[src/rtl/rvv_backend_uop_split_seq_if.sv]
// Handshake bundle between the instruction source, the uop splitter and the
// downstream operand byte-type generator.
// master: instruction producer / uop consumer side.
// slave : the splitter itself.
interface rvv_backend_uop_split_seq_if #(
   parameter int VL_W     = 8,
   parameter int VSTART_W = 7,
   parameter int UIDX_W   = 3
) ();
   // instruction side
   logic                inst_valid;
   logic                inst_ready;
   logic [3:0]          inst_uop_cnt;
   logic [VL_W-1:0]     inst_vl;
   logic [VSTART_W-1:0] inst_vstart;
   logic [1:0]          inst_vs1_eew;
   logic [1:0]          inst_vs2_eew;
   logic [1:0]          inst_vd_eew;
   logic                inst_vm;
   logic                inst_ignore_vta;
   logic                inst_ignore_vma;

   // uop side
   logic                uop_valid;
   logic                uop_ready;
   logic [UIDX_W-1:0]   uop_index;
   logic                uop_last;
   logic [VL_W-1:0]     uop_vl;
   logic [VSTART_W-1:0] uop_vstart;
   logic [1:0]          uop_vs1_eew;
   logic [1:0]          uop_vs2_eew;
   logic [1:0]          uop_vd_eew;
   logic                uop_vm;
   logic                uop_ignore_vta;
   logic                uop_ignore_vma;

   modport master (
      output inst_valid, inst_uop_cnt, inst_vl, inst_vstart,
             inst_vs1_eew, inst_vs2_eew, inst_vd_eew,
             inst_vm, inst_ignore_vta, inst_ignore_vma,
      input  inst_ready,
      input  uop_valid, uop_index, uop_last, uop_vl, uop_vstart,
             uop_vs1_eew, uop_vs2_eew, uop_vd_eew,
             uop_vm, uop_ignore_vta, uop_ignore_vma,
      output uop_ready
   );

   modport slave (
      input  inst_valid, inst_uop_cnt, inst_vl, inst_vstart,
             inst_vs1_eew, inst_vs2_eew, inst_vd_eew,
             inst_vm, inst_ignore_vta, inst_ignore_vma,
      output inst_ready,
      output uop_valid, uop_index, uop_last, uop_vl, uop_vstart,
             uop_vs1_eew, uop_vs2_eew, uop_vd_eew,
             uop_vm, uop_ignore_vta, uop_ignore_vma,
      input  uop_ready
   );
endinterface

[src/rtl/rvv_backend_uop_split_seq.sv]
// Sequential uop splitter: takes one decoded vector instruction per handshake
// and emits its uops one per cycle with index/last tags and the latched
// per-instruction fields. Back-to-back instructions run without a bubble;
// flush drops the in-flight instruction.
// Optional feature macro: UOP_SPLIT_VSTART_SKIP_EN -- when defined, uops that
// lie entirely below vstart are skipped (start index derived from vstart and
// the widest operand EEW). EEW codes: 0=EEW8, 1=EEW16, 2=EEW32.
module rvv_backend_uop_split_seq #(
   parameter int VLENB    = 16,
   parameter int UOP_MAX  = 8,
   parameter int VL_W     = 8,
   parameter int VSTART_W = 7,
   parameter int UIDX_W   = 3
) (
   input  logic clk,
   input  logic rst,
   input  logic flush,
   rvv_backend_uop_split_seq_if.slave bus
);

   typedef enum logic {
      IDLE  = 1'b0,
      SPLIT = 1'b1
   } state_e;

   state_e              state_q, state_d;
   logic [UIDX_W-1:0]   uop_index_q, uop_index_d;
   logic [UIDX_W-1:0]   last_idx_q, last_idx_d;
   logic                uop_last_q, uop_last_d;
   logic [VL_W-1:0]     uop_vl_q, uop_vl_d;
   logic [VSTART_W-1:0] uop_vstart_q, uop_vstart_d;
   logic [1:0]          uop_vs1_eew_q, uop_vs1_eew_d;
   logic [1:0]          uop_vs2_eew_q, uop_vs2_eew_d;
   logic [1:0]          uop_vd_eew_q, uop_vd_eew_d;
   logic                uop_vm_q, uop_vm_d;
   logic                uop_ignore_vta_q, uop_ignore_vta_d;
   logic                uop_ignore_vma_q, uop_ignore_vma_d;

   logic                inst_ready_c;
   logic                accept;
   logic [3:0]          cnt_clamp;
   logic [UIDX_W-1:0]   last_idx_new;
   logic [UIDX_W-1:0]   start_idx;
   logic [UIDX_W-1:0]   uop_index_inc;

   // Ready when idle, or when the final uop is being taken this cycle; flush
   // blocks any acceptance.
   always_comb begin
      inst_ready_c = 1'b0;
      if (!flush) begin
         inst_ready_c = (state_q == IDLE) ||
                        ((state_q == SPLIT) && uop_last_q && bus.uop_ready);
      end
   end

   assign accept = bus.inst_valid && inst_ready_c;

   // Clamp the uop count so the index never has to wrap, and derive the last index.
   always_comb begin
      cnt_clamp = bus.inst_uop_cnt;
      if (bus.inst_uop_cnt > 4'(UOP_MAX)) begin
         cnt_clamp = 4'(UOP_MAX);
      end
      last_idx_new  = UIDX_W'(cnt_clamp - 4'd1);
      uop_index_inc = uop_index_q + UIDX_W'(1);
   end

`ifdef UOP_SPLIT_VSTART_SKIP_EN
   localparam int LG_VLENB = $clog2(VLENB);

   logic [1:0]          eew_max;
   logic [VSTART_W-1:0] start_full;

   // First uop that holds at least one body element; saturates at the last uop.
   always_comb begin
      eew_max = bus.inst_vs1_eew;
      if (bus.inst_vs2_eew > eew_max) eew_max = bus.inst_vs2_eew;
      if (bus.inst_vd_eew > eew_max) eew_max = bus.inst_vd_eew;
      if (eew_max > 2'd2) eew_max = 2'd2;
      start_full = bus.inst_vstart >> (LG_VLENB - int'(eew_max));
      if (start_full > VSTART_W'(last_idx_new)) begin
         start_idx = last_idx_new;
      end else begin
         start_idx = start_full[UIDX_W-1:0];
      end
   end
`else
   // Every uop is emitted; prestart bytes are handled downstream.
   assign start_idx = '0;
`endif

   // Next-state: flush first, then acceptance of a new instruction, then uop advance.
   always_comb begin
      state_d          = state_q;
      uop_index_d      = uop_index_q;
      last_idx_d       = last_idx_q;
      uop_last_d       = uop_last_q;
      uop_vl_d         = uop_vl_q;
      uop_vstart_d     = uop_vstart_q;
      uop_vs1_eew_d    = uop_vs1_eew_q;
      uop_vs2_eew_d    = uop_vs2_eew_q;
      uop_vd_eew_d     = uop_vd_eew_q;
      uop_vm_d         = uop_vm_q;
      uop_ignore_vta_d = uop_ignore_vta_q;
      uop_ignore_vma_d = uop_ignore_vma_q;

      if (flush) begin
         state_d    = IDLE;
         uop_last_d = 1'b0;
      end else if (accept) begin
         if ((bus.inst_vl == '0) || (bus.inst_uop_cnt == 4'd0)) begin
            // Empty instruction: consumed without producing a uop.
            state_d    = IDLE;
            uop_last_d = 1'b0;
         end else begin
            state_d          = SPLIT;
            uop_index_d      = start_idx;
            last_idx_d       = last_idx_new;
            uop_last_d       = (start_idx == last_idx_new);
            uop_vl_d         = bus.inst_vl;
            uop_vstart_d     = bus.inst_vstart;
            uop_vs1_eew_d    = bus.inst_vs1_eew;
            uop_vs2_eew_d    = bus.inst_vs2_eew;
            uop_vd_eew_d     = bus.inst_vd_eew;
            uop_vm_d         = bus.inst_vm;
            uop_ignore_vta_d = bus.inst_ignore_vta;
            uop_ignore_vma_d = bus.inst_ignore_vma;
         end
      end else if ((state_q == SPLIT) && bus.uop_ready) begin
         if (uop_last_q) begin
            state_d    = IDLE;
            uop_last_d = 1'b0;
         end else begin
            uop_index_d = uop_index_inc;
            uop_last_d  = (uop_index_inc == last_idx_q);
         end
      end
   end

   // State and output registers; async reset clears everything.
   always_ff @(posedge clk or posedge rst) begin
      if (rst) begin
         state_q          <= IDLE;
         uop_index_q      <= '0;
         last_idx_q       <= '0;
         uop_last_q       <= 1'b0;
         uop_vl_q         <= '0;
         uop_vstart_q     <= '0;
         uop_vs1_eew_q    <= '0;
         uop_vs2_eew_q    <= '0;
         uop_vd_eew_q     <= '0;
         uop_vm_q         <= 1'b0;
         uop_ignore_vta_q <= 1'b0;
         uop_ignore_vma_q <= 1'b0;
      end else begin
         state_q          <= state_d;
         uop_index_q      <= uop_index_d;
         last_idx_q       <= last_idx_d;
         uop_last_q       <= uop_last_d;
         uop_vl_q         <= uop_vl_d;
         uop_vstart_q     <= uop_vstart_d;
         uop_vs1_eew_q    <= uop_vs1_eew_d;
         uop_vs2_eew_q    <= uop_vs2_eew_d;
         uop_vd_eew_q     <= uop_vd_eew_d;
         uop_vm_q         <= uop_vm_d;
         uop_ignore_vta_q <= uop_ignore_vta_d;
         uop_ignore_vma_q <= uop_ignore_vma_d;
      end
   end

   assign bus.inst_ready     = inst_ready_c;
   assign bus.uop_valid      = (state_q == SPLIT);
   assign bus.uop_index      = uop_index_q;
   assign bus.uop_last       = uop_last_q;
   assign bus.uop_vl         = uop_vl_q;
   assign bus.uop_vstart     = uop_vstart_q;
   assign bus.uop_vs1_eew    = uop_vs1_eew_q;
   assign bus.uop_vs2_eew    = uop_vs2_eew_q;
   assign bus.uop_vd_eew     = uop_vd_eew_q;
   assign bus.uop_vm         = uop_vm_q;
   assign bus.uop_ignore_vta = uop_ignore_vta_q;
   assign bus.uop_ignore_vma = uop_ignore_vma_q;

endmodule

[src/flat_wrapper.sv]
// flat-port wrapper written by rule: the top's interface ports become plain ports
module rvv_backend_uop_split_seq_flat 
#(
   parameter int VLENB    = 16,
   parameter int UOP_MAX  = 8,
   parameter int VL_W     = 8,
   parameter int VSTART_W = 7,
   parameter int UIDX_W   = 3
)
  (clk, rst, flush, bus_inst_valid, bus_inst_uop_cnt, bus_inst_vl, bus_inst_vstart, bus_inst_vs1_eew, bus_inst_vs2_eew, bus_inst_vd_eew, bus_inst_vm, bus_inst_ignore_vta, bus_inst_ignore_vma, bus_inst_ready, bus_uop_valid, bus_uop_index, bus_uop_last, bus_uop_vl, bus_uop_vstart, bus_uop_vs1_eew, bus_uop_vs2_eew, bus_uop_vd_eew, bus_uop_vm, bus_uop_ignore_vta, bus_uop_ignore_vma, bus_uop_ready);
  rvv_backend_uop_split_seq_if #(.VL_W(VL_W), .VSTART_W(VSTART_W), .UIDX_W(UIDX_W)) bus_i ();
  input  logic clk;
  input  logic rst;
  input  logic flush;
  input wire logic [$bits(bus_i.inst_valid)-1:0] bus_inst_valid;
  input wire logic [$bits(bus_i.inst_uop_cnt)-1:0] bus_inst_uop_cnt;
  input wire logic [$bits(bus_i.inst_vl)-1:0] bus_inst_vl;
  input wire logic [$bits(bus_i.inst_vstart)-1:0] bus_inst_vstart;
  input wire logic [$bits(bus_i.inst_vs1_eew)-1:0] bus_inst_vs1_eew;
  input wire logic [$bits(bus_i.inst_vs2_eew)-1:0] bus_inst_vs2_eew;
  input wire logic [$bits(bus_i.inst_vd_eew)-1:0] bus_inst_vd_eew;
  input wire logic [$bits(bus_i.inst_vm)-1:0] bus_inst_vm;
  input wire logic [$bits(bus_i.inst_ignore_vta)-1:0] bus_inst_ignore_vta;
  input wire logic [$bits(bus_i.inst_ignore_vma)-1:0] bus_inst_ignore_vma;
  output wire logic [$bits(bus_i.inst_ready)-1:0] bus_inst_ready;
  output wire logic [$bits(bus_i.uop_valid)-1:0] bus_uop_valid;
  output wire logic [$bits(bus_i.uop_index)-1:0] bus_uop_index;
  output wire logic [$bits(bus_i.uop_last)-1:0] bus_uop_last;
  output wire logic [$bits(bus_i.uop_vl)-1:0] bus_uop_vl;
  output wire logic [$bits(bus_i.uop_vstart)-1:0] bus_uop_vstart;
  output wire logic [$bits(bus_i.uop_vs1_eew)-1:0] bus_uop_vs1_eew;
  output wire logic [$bits(bus_i.uop_vs2_eew)-1:0] bus_uop_vs2_eew;
  output wire logic [$bits(bus_i.uop_vd_eew)-1:0] bus_uop_vd_eew;
  output wire logic [$bits(bus_i.uop_vm)-1:0] bus_uop_vm;
  output wire logic [$bits(bus_i.uop_ignore_vta)-1:0] bus_uop_ignore_vta;
  output wire logic [$bits(bus_i.uop_ignore_vma)-1:0] bus_uop_ignore_vma;
  input wire logic [$bits(bus_i.uop_ready)-1:0] bus_uop_ready;
  assign bus_i.inst_valid = bus_inst_valid;
  assign bus_i.inst_uop_cnt = bus_inst_uop_cnt;
  assign bus_i.inst_vl = bus_inst_vl;
  assign bus_i.inst_vstart = bus_inst_vstart;
  assign bus_i.inst_vs1_eew = bus_inst_vs1_eew;
  assign bus_i.inst_vs2_eew = bus_inst_vs2_eew;
  assign bus_i.inst_vd_eew = bus_inst_vd_eew;
  assign bus_i.inst_vm = bus_inst_vm;
  assign bus_i.inst_ignore_vta = bus_inst_ignore_vta;
  assign bus_i.inst_ignore_vma = bus_inst_ignore_vma;
  assign bus_inst_ready = bus_i.inst_ready;
  assign bus_uop_valid = bus_i.uop_valid;
  assign bus_uop_index = bus_i.uop_index;
  assign bus_uop_last = bus_i.uop_last;
  assign bus_uop_vl = bus_i.uop_vl;
  assign bus_uop_vstart = bus_i.uop_vstart;
  assign bus_uop_vs1_eew = bus_i.uop_vs1_eew;
  assign bus_uop_vs2_eew = bus_i.uop_vs2_eew;
  assign bus_uop_vd_eew = bus_i.uop_vd_eew;
  assign bus_uop_vm = bus_i.uop_vm;
  assign bus_uop_ignore_vta = bus_i.uop_ignore_vta;
  assign bus_uop_ignore_vma = bus_i.uop_ignore_vma;
  assign bus_i.uop_ready = bus_uop_ready;
  rvv_backend_uop_split_seq #(.VLENB(VLENB), .UOP_MAX(UOP_MAX), .VL_W(VL_W), .VSTART_W(VSTART_W), .UIDX_W(UIDX_W)) u_core (.clk(clk), .rst(rst), .flush(flush), .bus(bus_i));
endmodule
[config.mk]
export PLATFORM = sky130hd
export DESIGN_NAME = rvv_backend_uop_split_seq_flat
export DESIGN_NICKNAME = d
export VERILOG_FILES = /design/src/rtl/rvv_backend_uop_split_seq_if.sv /design/src/rtl/rvv_backend_uop_split_seq.sv /design/src/flat_wrapper.sv
export SDC_FILE = /design/constraint.sdc
export NUM_CORES = 1
export LEC_CHECK = 0
export ABC_AREA = 1
export BUFFER_PORTS_ARGS = -buffer_cell sky130_fd_sc_hd__buf_2
export CAP_MARGIN = 30
export CORE_MARGIN = 1
export CORE_UTILIZATION = 51
export CTS_CLUSTER_SIZE = 30
export DETAILED_ROUTE_END_ITERATION = 8
export PLACE_DENSITY = 0.86
export SETUP_SLACK_MARGIN = 0.3
export SLEW_MARGIN = 40
export SYNTH_ARGS = -nofsm -noshare
export SYNTH_HDL_FRONTEND = slang
export SYNTH_SLANG_ARGS = --single-unit
[constraint.sdc]
create_clock -name clk -period 4.2 [get_ports clk]
set_input_delay 0 -clock clk [delete_from_list [all_inputs] [get_ports clk]]
set_output_delay 0 -clock clk [all_outputs]
set_load 0.03 [all_outputs]
==> results <==
- The worst setup path is launched from a flip-flop.
- Of the synthesized area, sequential elements account for 52.1%.
- The number of max-cap violations is 0.
- Compared with the post-synthesis result, the final layout area differs by 42.6%.
- The area taken by flip-flops and latches is 801 um^2.
- The fraction of registers with async set/reset is 100%.
- Detailed placement finished with a half-perimeter wire length of 2430 um.
- Wires add up to 4660 um.
- The fill cell total of the finished layout is 175.
- The top-area cell type share of the netlist area is 52.1%.
- The worst path uses 50.1% of the clock period.
- The most numerous cell on the critical path is nand2_1.
- The fraction of met2 tracks used by global routing is 55.1%.
- The number of H-tree branching levels is 2.
- In this run, synthesis produced a sequential element count of 32.
- The power density over cell area is 533 nW/um^2.
- After detailed routing, the number of vias per cell comes to 5.12.
- Post-CTS repair changed the size of 0 cells.
- The remaining number of nets flagged by the antenna check after routing is 0.
- After the last flow step, the layout net total stands at 330.
- The checks that failed: DRC.
- The signal on the critical path passes through nand2_1 > nand2_2 > nand3_4 > nor2_4 > inv_2 > nand2_1 > nand2_1.
- The capturing element type of the critical path is a flip-flop.
- Setup violations remaining at the end of the flow were counted as 0.
- The fmax is 476 MHz.
- The required time of the critical path is 4.42 ns.
- The post-synthesis cell count is 202.
- The die covers 3240 um^2.
- The total count of max-transition violations in the final report is 0.
- The placeable core region is 2810 um^2.
- The effective utilization at floorplan is 54.8%.
- The number of sinks driven by the clock tree is 32.
- Global routing consumed, on the met3 layer, 9.68% of the routing resources.
- The depth of the worst register-to-register path is 7.
- The terminus of the critical flop-to-flop path is u_core.bus.uop_vl[3].
- Yosys printed 0 warnings.
- The clock network latency to the later pin of the worst-skew pair is 0.34 ns.
- Port buffering added 62 buffers.
- The worst pin sits at a relative slew slack of 59.1%.
- In this run the critical register-to-register path is launched from u_core.bus.uop_last.
- The post-synthesis average cell area is 7.61 um^2.
- The total area of multi-input combinational cells is 624 um^2.
- The maximum fanout along the worst path is 29.
- Buffers inserted during clock tree synthesis total 5.
- Entering global routing, the biggest net connects 33 pins.
- The busiest layer in global routing is met2.
- Among all stages on the critical path, the largest delay is contributed by nor2_4.
- The end point of the critical path is u_core.bus.uop_vl[3].
- Across the VDD grid, the largest voltage drop is 0.000319 V.
- The first-pass iteration count of the detailed router is 7.
- The CTS tree is done.
- The worst setup path is of the flip-flop to flip-flop kind.
- The worst setup slack for register-to-register paths is 2.10 ns.
- In this run the static leakage power is 1.30 nW.
- Measured along the y axis, the die boundary spans 56.9 um.
- Total power for the finished layout comes to 1.17 mW.
- The wire length of the first global-routing pass is 7710 um.
- The most common cell in the synthesized netlist is nand2_1.
- The post-CTS setup-driven buffer insertion count is 0.
- The number of hold violations in the final report is 0.
- The met1 usage in global routing is 37.8%.
- The arrival time reported for the critical path endpoint is 2.33 ns.
- In the global route stage, overall resource usage came out at 32.2%.
- The flow ran to the end, but the final reports show violations.
- The detailed router placed 1665 vias in this run.
- The layout cell share with drive strength beyond 1 is 25.2%.
- The clock transition at the registers of the reported paths is 0.10 ns.
- For this run, design rule violations remaining after detail routing come to 4.
- The horizontal die dimension is 56.9 um.
- Yosys mapped a number of flops with a built-in enable equal to 0.
- The via count of the first global-routing pass is 1651.
- The violation count after the first detailed-routing iteration is 88.
- 63 I/O pins were placed.
- The commonest cells after synthesis are 111 x nand2_1, 32 x dfrtp_1, 19 x inv_1.
- Among all flip-flop cells after synthesis, the most frequent one is dfrtp_1.
- Counting every net in the synthesized netlist gives 238.
- The routed design could run at a clock period as short as 2.10 ns.
- Summed over all layers, the global routing overflow is 0.
- Buffers inserted to repair hold after CTS numbered 27.
- The post-synthesis cell type count is 16.
- The number of antenna violations at the first check in global routing is 0.
- The transition time of the tightest slew-check pin is 0.612 ns.
- The worst hold-check path type is input pin to flip-flop.
- Setup repair after global routing left no endpoint under its margin.
- The total inserted antenna cells is 0.
- After synthesis, the cell types taking the most area are dfrtp_1 52%, nand2_1 27%, inv_1 4.6%.
- In this run the worst setup path begins at u_core.bus.uop_last.
- The root buffer selected by CTS is clkbuf_4.
- The maximum clock path buffer count is 2.
- On the final layout, the worst clock skew is 0.00431 ns.
- The number of cell rows is 19.
- The cell type contributing the most total cell area after synthesis is dfrtp_1.
- After detailed routing, the average wire length per cell comes to 14.4 um.
- The cell area after technology mapping is 1540 um^2.
- At the end of routability-driven placement, the weighted congestion stood at 0.751.
- For the final routed database, the setup TNS stands at 0 ns.
- On the worst path, the slowest cell contributes a delay of 0.53 ns.
## how the worst min path moves through the flow
stage	startpoint	endpoint	slack, ns	cells after the start
after floorplan	flush	u_core.bus.uop_valid	0.11	1
after global placement	rst	u_core.bus.uop_valid	0.1	3
after detailed placement	rst	u_core.bus.uop_vstart[0]	0.11	3
after CTS	bus_inst_uop_cnt[0]	u_core.last_idx_q[0]	0.04	4
after global routing	bus_inst_uop_cnt[0]	u_core.last_idx_q[0]	0.07	4
final	bus_inst_uop_cnt[0]	u_core.last_idx_q[0]	0.04	4
## power by group
| group | internal, mW | switching, mW | total [mW] |
|---|---|---|---|
| Sequential | 0.393 | 0.0662 | 0.459 |
| Combinational | 0.163 | 0.345 | 0.508 |
| Clock | 0.0948 | 0.106 | 0.200 |
## worst max-delay path: cells and delay by family (launching register included)
| kind | cells | cell delay, ns |
|---|---|---|
| flops | 1 | 0.42 |
| buf+inv | 1 | 0.38 |
| simple gates | 6 | 1.17 |
## layout make-up
class                      instances  area share (%)
inverter                          20            3.42
timing repair buffer              90            26.8
multi-input combinational        145            28.5
sequential                        32            36.5
clock buffer                       7            2.97
tap                               31            1.77
## stage by stage
| stage | hold WS [ns] | utilization, % | setup WS (ns) | cells | cell area, um^2 |
|---|---|---|---|---|---|
| after floorplan | 0.108 | - | 2.64 | 202 | 1540 |
| after global placement | 0.0978 | 66.2 | 2.37 | 291 | 1860 |
| after detailed placement | 0.107 | 66.2 | 2.25 | 291 | 1860 |
| after CTS | 0.0416 | 78.1 | 2.21 | 325 | 2190 |
| after global routing | 0.0733 | 78.1 | 1.97 | 325 | 2190 |
| final | 0.0419 | 78.1 | 2.10 | 325 | 2190 |
## cell families after synthesis
| group | Yosys count | share of synthesized area (%) |
|---|---|---|
| XOR/XNOR | 1 | 0.570 |
| flip-flops | 32 | 52.1 |
| AND/OR/NAND/NOR | 135 | 35.6 |
| adder cells (fa/ha/maj) | 3 | 2.44 |
| buffers and inverters | 25 | 7.32 |
| AO/OA/AOI/OAI | 6 | 1.95 |
## layer usage
layer	vias to the layer above	share of wire, %
li1	795	-
met1	756	36
met2	94	52
met3	20	7.9
met4	0	3.5
met5	-	0
## flip-flops by register name, summed over array words and instances (netlist names)
signal and cells:
u_core.bus.uop_ignore_vma 1, u_core.bus.uop_ignore_vta 1, u_core.bus.uop_index 3, u_core.bus.uop_last 1
u_core.bus.uop_valid 1, u_core.bus.uop_vd_eew 2, u_core.bus.uop_vl 8, u_core.bus.uop_vm 1
u_core.bus.uop_vs1_eew 2, u_core.bus.uop_vs2_eew 2, u_core.bus.uop_vstart 7, u_core.last_idx_q 3
## cells in the final DEF (no fill, tap or decap)
cell,synthesis,final
inv_2,1,1
ha_1,3,3
inv_1,19,19
nor2_1,11,11
o21ai_1,1,1
nand2_1,111,111
nor2_4,1,1
dfrtp_1,32,32
xnor2_1,1,1
nand3_1,6,6
o21ai_0,5,5
clkbuf_4,0,5
dlygate4sd3_1,0,27
nand2_2,1,1
nand4_1,4,4
nand3_4,1,1
clkbuf_8,0,2
buf_4,0,1
buf_2,3,62
Power figures use the tool's default switching activity.
